===== src/rtl/agc_timepulse_gen.sv =====
// rtl/agc_timepulse_gen.sv - AGC time-pulse ring, phase strobes, GOJAM restart and monitor stop/step; AGC_TPG_MON_EN adds MT/TERR ring monitor
module agc_timepulse_gen #(
    parameter int NUM_T     = 12,
    parameter int PHASES    = 4,
    parameter int RT_PH     = 0,
    parameter int WT_PH     = 2,
    parameter int CT_PH     = 3,
    parameter int GOJAM_CYC = 8,
    parameter int CNT_W     = 16
) (
    input  logic             CLOCK,
    input  logic             rst,
    input  logic             STRT1,
    input  logic             STRT2,
    input  logic             MSTP,
    input  logic             MSTRTP,
    output logic [NUM_T-1:0] T,
    output logic [NUM_T-1:0] T_,
    output logic             PHS2,
    output logic             PHS4,
    output logic             RT,
    output logic             WT,
    output logic             CT,
    output logic             EVNSET,
    output logic             ODDSET_,
    output logic             GOJAM,
    output logic             GOJAM_,
    output logic             STOP,
    output logic [CNT_W-1:0] MCT,
    output logic [NUM_T-1:0] MT,
    output logic             TERR
);

    localparam int PH_W  = $clog2(PHASES);
    localparam int JAM_W = $clog2(GOJAM_CYC + 1);

    localparam logic [PH_W-1:0]  PH_LAST  = PH_W'(PHASES - 1);
    localparam logic [PH_W-1:0]  PH_RT    = PH_W'(RT_PH);
    localparam logic [PH_W-1:0]  PH_WT    = PH_W'(WT_PH);
    localparam logic [PH_W-1:0]  PH_CT    = PH_W'(CT_PH);
    localparam logic [JAM_W-1:0] JAM_INIT = JAM_W'(GOJAM_CYC);
    localparam logic [NUM_T-1:0] RING_T01 = NUM_T'(1);

    // Ring bits of the odd-numbered pulses T01, T03, ... (even bit indices)
    function automatic logic [NUM_T-1:0] odd_pulse_mask();
        logic [NUM_T-1:0] m;
        m = '0;
        for (int i = 0; i < NUM_T; i += 2) m[i] = 1'b1;
        return m;
    endfunction

    localparam logic [NUM_T-1:0] ODD_MASK = odd_pulse_mask();

    typedef enum logic [1:0] {
        S_RUN  = 2'd0,
        S_HALT = 2'd1,
        S_STEP = 2'd2
    } stop_state_t;

    stop_state_t       state, state_nx;
    logic              idle, idle_nx;
    logic [PH_W-1:0]   ph, ph_nx;
    logic [NUM_T-1:0]  ring, ring_nx;
    logic [JAM_W-1:0]  jam, jam_nx;
    logic [CNT_W-1:0]  mct, mct_nx;
    logic              mstrtp_q;
    logic              step_edge;
    logic              mct_end;
    logic              last_ph;

    // Register all timing state; the ring is kept one-hot so T is a direct gated copy
    always_ff @(posedge CLOCK or negedge rst) begin
        if (!rst) begin
            state    <= S_RUN;
            idle     <= 1'b1;
            ph       <= '0;
            ring     <= RING_T01;
            jam      <= JAM_INIT;
            mct      <= '0;
            mstrtp_q <= 1'b0;
        end else begin
            state    <= state_nx;
            idle     <= idle_nx;
            ph       <= ph_nx;
            ring     <= ring_nx;
            jam      <= jam_nx;
            mct      <= mct_nx;
            mstrtp_q <= MSTRTP;
        end
    end

    // Next state: restart beats everything, then GOJAM countdown, then ring advance and stop/step control
    always_comb begin
        state_nx  = state;
        idle_nx   = idle;
        ph_nx     = ph;
        ring_nx   = ring;
        jam_nx    = jam;
        mct_nx    = mct;
        last_ph   = (ph == PH_LAST);
        mct_end   = !idle && last_ph && ring[NUM_T-1];
        step_edge = MSTRTP && !mstrtp_q;

        if (STRT1 || STRT2) begin
            jam_nx   = JAM_INIT;
            ph_nx    = '0;
            ring_nx  = RING_T01;
            idle_nx  = 1'b1;
            state_nx = S_RUN;
        end else if (jam != '0) begin
            jam_nx = jam - JAM_W'(1);
            if (jam == JAM_W'(1)) idle_nx = 1'b0;
        end else begin
            if (!idle) begin
                if (last_ph) begin
                    ph_nx   = '0;
                    ring_nx = {ring[NUM_T-2:0], ring[NUM_T-1]};
                end else begin
                    ph_nx = ph + PH_W'(1);
                end
                if (mct_end) mct_nx = mct + CNT_W'(1);
            end

            case (state)
                S_RUN: begin
                    // A stop request only takes effect once the current MCT has finished
                    if (mct_end && MSTP) begin
                        state_nx = S_HALT;
                        idle_nx  = 1'b1;
                        ph_nx    = '0;
                        ring_nx  = RING_T01;
                    end
                end
                S_HALT: begin
                    if (!MSTP) begin
                        state_nx = S_RUN;
                        idle_nx  = 1'b0;
                    end else if (step_edge) begin
                        state_nx = S_STEP;
                        idle_nx  = 1'b0;
                    end
                end
                S_STEP: begin
                    if (!MSTP) begin
                        state_nx = S_RUN;
                    end else if (mct_end) begin
                        state_nx = S_HALT;
                        idle_nx  = 1'b1;
                        ph_nx    = '0;
                        ring_nx  = RING_T01;
                    end
                end
                default: state_nx = S_RUN;
            endcase
        end
    end

    // Output decode from registered state only
    always_comb begin
        T       = idle ? '0 : ring;
        T_      = ~T;
        PHS2    = !idle && (ph == PH_W'(1));
        PHS4    = !idle && (ph == PH_W'(3));
        RT      = !idle && (ph == PH_RT);
        WT      = !idle && (ph == PH_WT);
        CT      = !idle && (ph == PH_CT);
        EVNSET  = !idle && (ph == PH_LAST) && |(ring & ODD_MASK);
        ODDSET_ = !(!idle && (ph == PH_LAST) && |(ring & ~ODD_MASK));
        GOJAM   = (jam != '0);
        GOJAM_  = (jam == '0);
        STOP    = (state == S_HALT);
        MCT     = mct;
    end

`ifdef AGC_TPG_MON_EN
    logic [NUM_T-1:0] mt_q;
    logic             idle_q;
    logic             terr_q;
    logic             ring_bad;

    // The delayed copy of T is judged against the idle flag of the same cycle
    always_comb begin
        if (idle_q) ring_bad = (mt_q != '0);
        else        ring_bad = (mt_q == '0) || ((mt_q & (mt_q - NUM_T'(1))) != '0);
    end

    // Monitor copy of T and sticky ring-integrity flag, cleared while GOJAM is up
    always_ff @(posedge CLOCK or negedge rst) begin
        if (!rst) begin
            mt_q   <= '0;
            idle_q <= 1'b1;
            terr_q <= 1'b0;
        end else begin
            mt_q   <= T;
            idle_q <= idle;
            if (GOJAM)         terr_q <= 1'b0;
            else if (ring_bad) terr_q <= 1'b1;
        end
    end

    assign MT   = mt_q;
    assign TERR = terr_q;
`else
    assign MT   = '0;
    assign TERR = 1'b0;
`endif

endmodule


===== config.mk =====
export PLATFORM = sky130hd
export DESIGN_NAME = agc_timepulse_gen
export DESIGN_NICKNAME = d
export VERILOG_FILES = /design/src/rtl/agc_timepulse_gen.sv
export SDC_FILE = /design/constraint.sdc
export NUM_CORES = 1
export LEC_CHECK = 0
export ABC_AREA = 1
export CORE_UTILIZATION = 50
export DETAILED_ROUTE_END_ITERATION = 8
export GPL_ROUTABILITY_DRIVEN = 0
export GPL_TIMING_DRIVEN = 0
export PLACE_DENSITY = 0.83
export SLEW_MARGIN = 40
export SYNTH_ARGS = -nofsm -noshare
export SYNTH_HDL_FRONTEND = slang
export SYNTH_SLANG_ARGS = --single-unit

===== constraint.sdc =====
create_clock -name CLOCK -period 3.2 [get_ports CLOCK]
set_clock_uncertainty 0.1 [all_clocks]
set_input_delay 0.64 -clock CLOCK [delete_from_list [all_inputs] [get_ports CLOCK]]
set_output_delay 0.64 -clock CLOCK [all_outputs]
set_load 0.02 [all_outputs]

==> results of run 1 <==
## per-stage QoR
stage	instances	utilization, %	setup slack, ns	hold WS [ns]
after floorplan	333	-	1.12	0.244
after global placement	455	66.4	0.514	0.392
after detailed placement	455	66.3	0.519	0.404
after CTS	463	68.3	0.174	0.200
after global routing	463	68.3	0.0609	0.216
final	463	68.3	0.164	0.188
## critical path: stages, from the launching register on
cell and delay, ns:
dfrtp_1 0.46, ha_1 0.28, inv_2 0.07, nor2_4 0.16
buf_2 0.27, o31ai_1 0.10, inv_1 0.07, clkdlybuf4s50_1 0.60
## cells by family after synthesis
logic type      count (synthesis)  synth area share, %
compound gates                 41                 10.8
simple gates                  146                 27.8
xor+xnor                       10                 3.84
other cells                     1                0.151
buf+inv                        77                 14.8
flops                          38                 38.6
fa+ha+maj                       8                 4.04
## registers in the layout, summed over array words and instances, names as in the netlist
name	count
ring	12
jam	4
MCT	16
state	2
mstrtp_q	1
idle	1
ph	2
## area by class of cell
type | count | area [um2] | area share [%]
tap | 67 | 83.8 | 2.58
inverter | 55 | 206 | 6.36
timing repair buffer | 55 | 548 | 16.9
buffer | 22 | 160 | 4.93
clock inverter | 2 | 12.5 | 0.385
sequential | 38 | 955 | 29.4
clock buffer | 6 | 82.6 | 2.54
multi-input combinational | 218 | 1200 | 36.9
## report_power, final
group          switching, uW  total (uW)  internal [uW]  leakage, uW
clock network            175         348            173    0.0000472
logic                   93.9         149           55.2     0.000969
registers               9.41         501            492     0.000505
total                    278         998            720      0.00152
## routing by layer
| metal | part of all wire (%) | wire length, um | track usage (%) |
|---|---|---|---|
| met5 | 0 | 0 | 0 |
| met3 | 6.1 | 333 | 5.00 |
| met2 | 49 | 2670 | 40.0 |
| met4 | 1.2 | 67 | 9.15 |
| met1 | 44 | 2400 | 28.1 |
## cell usage in the layout (no fill, tap or decap), types with 4 or more instances in the layout
| cell | instances |
|---|---|
| inv_2 | 5 |
| nand3_1 | 9 |
| nand4_1 | 6 |
| nor2_1 | 35 |
| xor2_1 | 7 |
| clkbuf_8 | 6 |
| buf_4 | 16 |
| o2111ai_1 | 13 |
| nand2_1 | 76 |
| o21ai_0 | 9 |
| dfrtp_1 | 35 |
| ha_1 | 8 |
| clkdlybuf4s50_1 | 54 |
| conb_1 | 13 |
| nor2_4 | 4 |
| o21ai_1 | 11 |
| inv_1 | 50 |
| buf_2 | 5 |
## worst paths after layout
check	startpoint	endpoint	slack, ns	depth (start not counted)
worst max-delay path	ph[0]	EVNSET	0.16	7
worst min-delay path	rst	ring[11]	0.19	1
worst max register to register	ph[0]	MCT[11]	1.37	10
worst min register to register	jam[3]	jam[3]	0.41	2
max in group asynchronous	rst	jam[3]	2.44	1
min in group CLOCK	jam[3]	jam[3]	0.41	2
==> summary.txt, run 1 <==
Status
  • Status: completed

Critical path
  • WS Path Type: flop to output pin
  • WP data arrival: around 2.3 ns
  • Startpoint Class: flop
  • Critical Path RT: around 2.5 ns
  • CP Max Fanout: 11
  • CP endpoint kind: output pin

Routing
  • Vias per Instance: ~4.8
  • Drt wl/cell: between 10 and 15 um
  • Via count: approximately 2200
  • DRC violations left: 0
  • Antenna-violating nets left: 0
  • Wire length after detailed routing: between 5 and 6 mm
  • DR iter-0 viols: 220
  • DR pass1 iterations: 4

Floorplanning
  • Die area: ~5200 um2
  • CORE AREA: between 4000 and 5000 um2
  • Initial Util: between 50 and 60%
  • Io pins: 69
  • Die width: between 70 and 80 um
  • Row count: 25
  • Die Y-Extent: between 70 and 80 um

Logic synthesis
  • Post-synth top area share: a little over a third
  • Synth warn: 0
  • Synth top cells by count: nand2_1 (76), inv_1 (50), dfrtp_1 (35), nor2_1 (35), buf_4 (15)
  • Cell Area, Synth: about 2500 um2
  • Ys async rst share: 100%
  • Synth area leaders: dfrtp_1 (35%), nand2_1 (12%), inv_1 (7.6%)
  • Synth unique cells: 34
  • Most numerous cell in the Yosys netlist: nand2_1
  • Main synth FF type: dfrtp_1
  • FF+latch count, synth: 38
  • Post-synthesis instance total: about 320
  • Sequential-to-total area share from yosys stat: 38.6%
  • Mean Syn Cell Area: slightly below 8 um2
  • Number of flops mapped to enable cells by yosys: 0
  • Leading area contributor after synthesis: dfrtp_1

Clocking
  • CTS tree: yes
  • Post-CTS Setup Bufs: 0
  • CTS H-tree depth: 2
  • CTS sink cnt: 38
  • Max clock buf depth: 2
  • Post-cts hold buffer count: 0
  • Root Driver: clkbuf_8
  • TritonCTS Buffers: 5
  • Post-CTS Resized: 0
  • Worst skew pair latency: ~0.30 ns
  • Clock Pin Slew Worst Setup and Hold Paths: 0.09 ns

Timing
  • FMAX: 0.329 GHz
  • Final setup vio count: 0
  • Final period utilization: between 90 and 100%
  • Endpoints failing hold: 0
  • Setup TNS: 0 ns
  • RSZ-0062 raised after global routing: false
  • Final Max Slew Viols: 0
  • Fin crit period: slightly above 3 ns

Final layout
  • Design Area, Final: 3250 um2
  • P&R area growth vs syn: 31.2%
  • N_diodes: 0
  • Layout fillers: about 420
  • Fin nets: approximately 410
  • Share of post-route cells with drive strength above 1: between 10 and 15%

Place
  • Area of placed instances: 3150 um2
  • IO Port Bufs: 55
  • DP HPWL: between 4 and 5 mm

Pwr
  • Pwr/cell area: approximately 310 nW/um2
  • Lkg Pwr: 0.00152 uW
  • Peak supply drop: between 300 and 400 uV
  • Overall Power: about 1000 uW

GRT
  • GR Util All Layers: between 20% and 30%
  • Vias in the first global route: about 2000
  • Total grt overflow: 0
  • Largest net degree at the start of global routing: 39
  • Antenna violations before repair: 0
  • First-pass GRT wire length: about 9.4 mm

Hold path
  • Hold/Removal Path Class: primary input to asynchronous set/reset pin

Run
  • Max Cap Viol: 0
No activity file was read; power rests on OpenSTA's default activity.
==> run 2: changes to the inputs <==
Settings changed: ABC_CLOCK_PERIOD_IN_PS from default to 3200.
==> results of run 2 <==
Same layout as run 1: the final DEF is identical, and so are final timing and power.
